$ cat src/rtl/setpoint_pkg.sv
// rtl/setpoint_pkg.sv - shared constants and mode type for the setpoint counter
package setpoint_pkg;

    // Default DPWM current-code window and step
    localparam int SP_STEP    = 50;
    localparam int SP_MIN_VAL = 0;
    localparam int SP_MAX_VAL = 1000;

    typedef enum logic {
        MODE_SAT  = 1'b0,
        MODE_WRAP = 1'b1
    } setpoint_mode_e;

endpackage

$ cat src/rtl/button_conditioner.sv
// rtl/button_conditioner.sv - synchronizer, debounce counter and press-edge pulse for one raw button
module button_conditioner #(
    parameter int DEBOUNCE_CYCLES = 16
) (
    input  logic clk,
    input  logic reset,
    input  logic btn_i,
    output logic level_o,
    output logic press_o
);
    localparam int CW = (DEBOUNCE_CYCLES > 1) ? $clog2(DEBOUNCE_CYCLES) : 1;
    localparam logic [CW-1:0] CNT_LAST = CW'(DEBOUNCE_CYCLES - 1);

    logic          sync1_q, sync2_q;
    logic [1:0]    vld_q;
    logic [CW-1:0] cnt_q, cnt_d;
    logic          level_q, level_d;
    logic          level_prev_q;
    logic          armed_q, armed_d;

    // Two-flop synchronizer plus a marker of when its output holds a real sample
    always_ff @(posedge clk or posedge reset) begin
        if (reset) begin
            sync1_q <= 1'b0;
            sync2_q <= 1'b0;
            vld_q   <= 2'b00;
        end else begin
            sync1_q <= btn_i;
            sync2_q <= sync1_q;
            vld_q   <= {vld_q[0], 1'b1};
        end
    end

    // Debounce: flip the level after DEBOUNCE_CYCLES consecutive differing samples.
    // Presses are armed only once the button has been seen released, so a
    // button held through reset does not produce an event.
    always_comb begin
        cnt_d   = '0;
        level_d = level_q;
        if (sync2_q != level_q) begin
            if (cnt_q == CNT_LAST) begin
                level_d = ~level_q;
            end else begin
                cnt_d = cnt_q + 1'b1;
            end
        end
        armed_d = armed_q | (vld_q[1] & ~sync2_q & ~level_q);
    end

    // Debounce state registers
    always_ff @(posedge clk or posedge reset) begin
        if (reset) begin
            cnt_q        <= '0;
            level_q      <= 1'b0;
            level_prev_q <= 1'b0;
            armed_q      <= 1'b0;
        end else begin
            cnt_q        <= cnt_d;
            level_q      <= level_d;
            level_prev_q <= level_q;
            armed_q      <= armed_d;
        end
    end

    assign level_o = level_q;
    assign press_o = level_q & ~level_prev_q & armed_q;

endmodule

$ cat src/rtl/setpoint_updown_counter.sv
// rtl/setpoint_updown_counter.sv - button-driven up/down setpoint counter; optional auto-repeat under SETPOINT_AUTOREPEAT_EN
module setpoint_updown_counter
    import setpoint_pkg::*;
#(
    parameter int WIDTH           = 10,
    parameter int STEP            = SP_STEP,
    parameter int MIN_VAL         = SP_MIN_VAL,
    parameter int MAX_VAL         = SP_MAX_VAL,
    parameter int DEBOUNCE_CYCLES = 16,
    parameter int REPEAT_DELAY    = 1000000,
    parameter int REPEAT_PERIOD   = 250000
) (
    input  logic             clk,
    input  logic             reset,
    input  logic             enable_i,
    input  logic             btn_up_i,
    input  logic             btn_dn_i,
    input  logic             wrap_mode_i,
    output logic [WIDTH-1:0] count_o,
    output logic             at_max_o,
    output logic             at_min_o,
    output logic             step_pulse_o
);
    localparam logic [WIDTH:0]   STEP_W = (WIDTH + 1)'(STEP);
    localparam logic [WIDTH:0]   MIN_W  = (WIDTH + 1)'(MIN_VAL);
    localparam logic [WIDTH:0]   MAX_W  = (WIDTH + 1)'(MAX_VAL);
    localparam logic [WIDTH-1:0] STEP_C = STEP_W[WIDTH-1:0];
    localparam logic [WIDTH-1:0] MIN_C  = MIN_W[WIDTH-1:0];
    localparam logic [WIDTH-1:0] MAX_C  = MAX_W[WIDTH-1:0];

    logic           lvl_up, lvl_dn, press_up, press_dn;
    logic           up_ev, dn_ev;
    logic [WIDTH-1:0] count_q, count_d;
    logic           step_q;
    logic [WIDTH:0] sum;
    setpoint_mode_e mode;

    button_conditioner #(.DEBOUNCE_CYCLES(DEBOUNCE_CYCLES)) u_cond_up (
        .clk(clk), .reset(reset), .btn_i(btn_up_i), .level_o(lvl_up), .press_o(press_up)
    );

    button_conditioner #(.DEBOUNCE_CYCLES(DEBOUNCE_CYCLES)) u_cond_dn (
        .clk(clk), .reset(reset), .btn_i(btn_dn_i), .level_o(lvl_dn), .press_o(press_dn)
    );

`ifdef SETPOINT_AUTOREPEAT_EN
    logic        rep_run_q, rep_dir_q, rep_first_q;
    logic [31:0] rep_cnt_q;
    logic        rep_active, rep_fire;

    assign rep_active = rep_run_q & enable_i &
                        (rep_dir_q ? (lvl_up & ~lvl_dn) : (lvl_dn & ~lvl_up));
    assign rep_fire   = rep_active &
                        (rep_cnt_q == (rep_first_q ? 32'(REPEAT_DELAY) : 32'(REPEAT_PERIOD)));

    // Repeat timer: restarts on an accepted press, stops as soon as the hold is broken
    always_ff @(posedge clk or posedge reset) begin
        if (reset) begin
            rep_run_q   <= 1'b0;
            rep_dir_q   <= 1'b0;
            rep_first_q <= 1'b1;
            rep_cnt_q   <= '0;
        end else if (enable_i && (press_up ^ press_dn)) begin
            rep_run_q   <= 1'b1;
            rep_dir_q   <= press_up;
            rep_first_q <= 1'b1;
            rep_cnt_q   <= 32'd1;
        end else if (rep_active) begin
            if (rep_fire) begin
                rep_first_q <= 1'b0;
                rep_cnt_q   <= 32'd1;
            end else begin
                rep_cnt_q   <= rep_cnt_q + 32'd1;
            end
        end else begin
            rep_run_q   <= 1'b0;
            rep_first_q <= 1'b1;
            rep_cnt_q   <= '0;
        end
    end

    assign up_ev = press_up | (rep_fire & rep_dir_q);
    assign dn_ev = press_dn | (rep_fire & ~rep_dir_q);
`else
    logic unused_repeat;
    assign unused_repeat = lvl_up ^ lvl_dn ^ (REPEAT_DELAY != REPEAT_PERIOD);
    assign up_ev = press_up;
    assign dn_ev = press_dn;
`endif

    assign mode = setpoint_mode_e'(wrap_mode_i);

    // Update rule: step, then saturate or wrap at the window limits
    always_comb begin
        count_d = count_q;
        sum     = {1'b0, count_q} + STEP_W;
        if (enable_i && up_ev && !dn_ev) begin
            if (sum <= MAX_W) begin
                count_d = sum[WIDTH-1:0];
            end else begin
                count_d = (mode == MODE_WRAP) ? MIN_C : MAX_C;
            end
        end else if (enable_i && dn_ev && !up_ev) begin
            if ({1'b0, count_q} >= MIN_W + STEP_W) begin
                count_d = count_q - STEP_C;
            end else begin
                count_d = (mode == MODE_WRAP) ? MAX_C : MIN_C;
            end
        end
    end

    // Count register and change pulse
    always_ff @(posedge clk or posedge reset) begin
        if (reset) begin
            count_q <= MIN_C;
            step_q  <= 1'b0;
        end else begin
            count_q <= count_d;
            step_q  <= (count_d != count_q);
        end
    end

    assign count_o      = count_q;
    assign step_pulse_o = step_q;
    assign at_max_o     = (count_q == MAX_C);
    assign at_min_o     = (count_q == MIN_C);

endmodule

$ cat config.mk
export PLATFORM = sky130hd
export DESIGN_NAME = setpoint_updown_counter
export DESIGN_NICKNAME = d
export VERILOG_FILES = /design/src/rtl/setpoint_pkg.sv /design/src/rtl/button_conditioner.sv /design/src/rtl/setpoint_updown_counter.sv
export SDC_FILE = /design/constraint.sdc
export NUM_CORES = 1
export LEC_CHECK = 0
export CAP_MARGIN = 20
export CORE_MARGIN = 3
export CORE_UTILIZATION = 40
export DETAILED_ROUTE_END_ITERATION = 6
export SLEW_MARGIN = 20
export SYNTH_ARGS = -nofsm -noshare
export SYNTH_HDL_FRONTEND = slang
export SYNTH_SLANG_ARGS = --single-unit
$ cat constraint.sdc
create_clock -name clk -period 3.43 [get_ports clk]
set_clock_uncertainty 0.2 [all_clocks]
set_input_delay 0.5145 -clock clk [delete_from_list [all_inputs] [get_ports clk]]
set_output_delay 0.5145 -clock clk [all_outputs]
set_load 0.005 [all_outputs]
### Yosys cells after proc, flatten, opt, wreduce, memory -nomap -nowiden

Index checks and enable logic that the tools add are counted.

* output and inout port bits: 13
* logic and storage cells: 63
* bits in registers: 33
* bits of input ports: 6

* eq/ne operators: 6
* reduce and logical (&&, ||, !) cells: 9
* bitwise logic cells: 16
* $lt $le $gt $ge: 2
* add/subtract/negate cells: 4
* mux-type cells: 10

Operators by type and width (count)
* $mux W10: 6
* $mux W4: 4
* $add A10 B6 Y11 const B: 1
* $le A11 B10 Y1 const B: 1
* $eq A10 B10 Y1 const B: 1
* $ge A10 B6 Y1 const B: 1
* $logic_not A10 Y1: 1
* $ne A10 B10 Y1: 1
* $sub A10 B6 Y10 const B: 1
* $add A4 B1 Y4 const B: 2
* $and A1 B1 Y1: 8
* $eq A4 B4 Y1 const B: 2
* $not A1 Y1: 6
* $logic_and A1 B1 Y1: 4
* $reduce_and A2 Y1: 2
* $logic_not A1 Y1: 2
* $ne A1 B1 Y1: 2
* $or A1 B1 Y1: 2

### Longest topological paths before layout

* word-level depth: 8
* gate-level depth with buffers: 10
* depth with buffers taken out: 10

### By module

Synthesis repeated with hierarchy kept, for this count alone.

* cells, all modules: 238
* area, all modules: 2162.1 um^2

Modules (own cells, without submodules)
* setpoint_updown_counter: cells an instance 182, times used 1, sequential area each 275.3 um^2, area an instance 1383.8 um^2
* button_conditioner: cells an instance 28, times used 2, sequential area each 275.3 um^2, area an instance 389.1 um^2

### Least setup slack after synthesis

OpenSTA, ideal clock, no wires.

* kind: register to register
* from: register count_q[1], in the netlist count_o[1]
* to: register step_q, in the netlist step_pulse_o
* arrival: 2.613 ns
* path buffers: 0
* setup time: 0.131 ns
* data required time: 3.099 ns
* slack: 0.485 ns
* period minus slack after synthesis: 2.945 ns
* stages on the path, launching flop included: 10
* path through: dfrtp_1 ha_1 and3_1 a32oi_1 a211o_1 or4_4 a32o_1 xor2_1 a2111oi_2 nand2_1

* word-level cells in the longest chain between the ends: 5
* elaborated cells between the ends (all ways): 9
* classes of those cells: 2 x add/sub; 2 x order compare; 1 x eq/ne; 4 x mux

Ends and longest elaborated chain
* from (decl): RTL line setpoint_updown_counter.sv:33 `logic [WIDTH-1:0] count_q, count_d;`
* from (signal assigned): RTL line setpoint_updown_counter.sv:118 `count_q <= count_d;`
* $add A10 B6 Y11, or another cell as far along: RTL line setpoint_updown_counter.sv:96 `sum = {1'b0, count_q} + STEP_W;`
* $le A11 B10 Y1 / $mux W10 (equally long branches): RTL line setpoint_updown_counter.sv:98, setpoint_updown_counter.sv:104
* $mux W10 (on tied branches): RTL line setpoint_updown_counter.sv:98, setpoint_updown_counter.sv:103
* $mux W10 (*): RTL line setpoint_updown_counter.sv:97 `if (enable_i && up_ev && !dn_ev) begin`
* via count_d[7]: RTL line setpoint_updown_counter.sv:33
* $ne A10 B10 Y1 (*): RTL line setpoint_updown_counter.sv:119 `step_q <= (count_d != count_q);`
* to (signal assigned): RTL line setpoint_updown_counter.sv:119
* to (decl): RTL line setpoint_updown_counter.sv:34 `logic step_q;`

Mark *: on every way through the listed nets, which the timed path passes. The rest lies on a longest branch.
A chain may end at the register's enable or synchronous reset.

### Worst setup path in the final report

* from: register count_q[2], in the netlist count_o[2]
* to: register step_q, in the netlist step_pulse_o

Same word-level chain as after synthesis.

==> impl_results.md <==
* Status: complete, no violations
* Max-slew violations at 0
* Commonest non-fill, non-tap cells in the layout: dfrtp_1, clkdlybuf4s50_1, nor2_1
* Mean Syn Cell Area at around 9 sq um
* Layout area overhead at 19.2%
* Setup ws final at 0.303 ns
* Num ports at 19
* GRT Util Overall at between 10% and 20%
* Post-synthesis instance area at approximately 1800 sq um
* Crit Path Max Fanout at 9
* CTS Sinks at 31
* Crit path max-delay cell type: or4_4
* Worst VDD drop at 0.267 mV
* Inserted Diodes at 0
* Overall routed net length at roughly 4200 microns
* Crit path DAT at about 3 ns
* Vias in the first global route at 1,534
* Initial antenna violation count at 0
* Final net count at 237
* Share of layout cells above drive strength 1 at under 10%
* Synth warn at 0
* Seq/Total Area, Yosys at 42.7%
* Critical Path Max Stage Delay at approximately 0.56 ns
* Die H at ~73 microns
* Syn Nets at around 210
* DRT antenna net count at 0
* Routability cong. at between 0.9 and 1
* #FFs+latches synth at 31
* Fin crit period at 3.13 ns
* Die W at 73.4 microns
* Hold Crit Class: register to register
* Initial Util at between 40% and 50%
* Post-CTS setup buffer count at 0
* Die area at roughly 5400 sq um
* Largest net degree at the start of global routing at 18
* Achievable frequency at between 300 and 400 MHz
* RSZ-0062 raised after global routing: no
* Top delay family on crit path: compound AO/OA/AOI/OAI gates
* Post-CTS sizing at 0
* Clk Latency, worst-skew pair at about 0.28 ns
* Hold Vio Cnt, Final at 0
* Dpl ws at 0.267 ns
* CTS Root Buffer Type: clkbuf_8
* Final setup viols at 0
* WP buf/inv at 0
* Final setup TNS at 0 ns
* Commonest non-fill, non-tap cell in the layout: dfrtp_1
* Hold-fix buffer count after cts at 0
* P_leak at between 0.9 and 1 nW
* Dpl hpwl at between 3000 and 4000 microns
* Least-Margin Pin Slew at between 0.6 and 0.7 ns
* Worst EP required at 3.39 ns
* Via count at 1,552
* Critical path endpoint category: register
* Initial DRT Pass Iterations at 4
* Ys async rst share at between 90% and 100%
* CTS clk-pin slew, worst paths at 0.06 ns
* Clock Tree Buf Depth at 2
* Drt wl/cell at around 15 microns
* TritonCTS clock tree: built
* Post-synth EDFFs at 0
* Main synth FF type: dfrtp_1
* Cell count after synthesis at 201
* Drt drc at 0
* Power Density at 360 nW/um^2
* H-tree depth at 2
* FP Rows at 23
* Cell Chain, Critical Path: ha_1 -> and3_1 -> a32oi_1 -> a211o_1 -> or4_4 -> a32o_1 -> xor2_1 -> a2111oi_2 -> nand2_1
* Initial DRC Count at 88
* First-pass GRT wire length at 7210 microns
* Placeable Area at 4200 sq um
* Startpoint types: register
* Port bufs at 18
* Count of unique library cells instantiated by Yosys at between 40 and 50
* Cts bufs inserted at 5
* MaxCap Viol Count at 0
* Final worst path period share at about nine tenths
* Crit path kind: register to register
* Avg Vias per Cell at 5.60
* GRT overflow at 0
* Slew headroom at between 50 and 60%
==> layout make-up <==
type	count	area, sq um
Fill cell	416	2040
Multi-Input combinational cell	152	968
Sequential cell	31	776
Timing Repair Buffer	26	240
Clock buffer	7	76.3
Tap cell	50	62.6
Inverter	10	37.5
Clock inverter	1	5.00
==> registers in the layout (all words and copies together), names as in the netlist, 2 cells and up <==
name / cells
count_o: 10
u_cond_dn.cnt_q: 4
u_cond_up.cnt_q: 4
u_cond_dn.vld_q: 2
==> power breakdown <==
part / internal, mW / total (mW) / leakage (nW) / switching, mW
sequential: 0.382 / 0.404 / 0.393 / 0.0221
clock: 0.142 / 0.271 / 0.0422 / 0.129
combinational: 0.0505 / 0.104 / 0.508 / 0.0535
total: 0.575 / 0.779 / 0.943 / 0.204
==> layer usage <==
metal	up-vias	share of wire, %	track usage (%)
met3	11	5.9	4.10
met1	739	44	23.2
met5	-	0	0
met4	0	2.3	6.24
met2	39	48	27.9
li1	763	-	-
==> synth_stat cells, types with 2 or more instances <==
| cell type | n | area, sq um |
|---|---|---|
| nand4b_1 | 2 | 17.5 |
| nor3_1 | 8 | 40.0 |
| a31oi_1 | 3 | 18.8 |
| o31ai_1 | 2 | 15.0 |
| mux2_2 | 2 | 22.5 |
| nor3b_1 | 3 | 22.5 |
| xnor2_1 | 9 | 78.8 |
| inv_1 | 10 | 37.5 |
| o211ai_1 | 2 | 15.0 |
| nand4_1 | 2 | 12.5 |
| dfrtp_1 | 31 | 776 |
| ha_1 | 5 | 62.6 |
| a21oi_1 | 15 | 75.1 |
| nand3_1 | 7 | 35.0 |
| nor2_1 | 16 | 60.1 |
| xor2_1 | 6 | 52.6 |
| nand2b_1 | 2 | 12.5 |
| clkbuf_1 | 4 | 15.0 |
| or3_1 | 4 | 25.0 |
| or2_1 | 3 | 18.8 |
| buf_2 | 4 | 20.0 |
| o21ai_0 | 15 | 75.1 |
| nor2b_1 | 3 | 18.8 |
| nand2_1 | 15 | 56.3 |
| a21o_1 | 3 | 22.5 |
| a211oi_1 | 2 | 15.0 |
| nor4_1 | 3 | 18.8 |
==> kinds of logic (layout without fill, tap and decap cells) <==
group,after synthesis,in the layout,synth area share (%)
AOI/OAI and AO/OA,54,54,19.6
other,1,1,0.206
muxes,2,2,1.24
and+or+nand+nor,75,75,21.6
xor gates and xnor gates,15,15,7.23
DFF,31,31,42.7
adders and majority gates,5,5,3.44
buffers and inverters,18,44,3.99
==> final timing paths <==
| check | endpoint | slack [ns] | depth (start not counted) | from |
|---|---|---|---|---|
| worst min-delay path | u_cond_dn.sync2_q | 0.16 | 0 | u_cond_dn.sync1_q |
| worst max register to register | step_pulse_o | 0.30 | 9 | count_o[2] |
| max in group asynchronous | u_cond_dn.cnt_q[1] | 2.00 | 3 | reset |
| min in group asynchronous | u_cond_up.cnt_q[2] | 0.40 | 2 | reset |
| worst max-delay path | step_pulse_o | 0.30 | 9 | count_o[2] |
| worst min register to register | u_cond_dn.sync2_q | 0.16 | 0 | u_cond_dn.sync1_q |
==> through the flow <==
stage | hold slack [ns] | std cells | cell area, sq um | utilization (%) | total power [mW]
final | 0.157 | 277 | 2170 | 51.5 | 0.779
after global routing | 0.168 | 277 | 2170 | 51.5 | 0.823
after CTS | 0.159 | 277 | 2170 | 51.5 | 0.790
after detailed placement | 0.136 | 269 | 2080 | 49.6 | 0.514
after global placement | 0.135 | 269 | 2080 | 49.6 | 0.511
after floorplan | 0.131 | 201 | 1820 | - | 0.470
No activity file was read; power rests on OpenSTA's default activity.
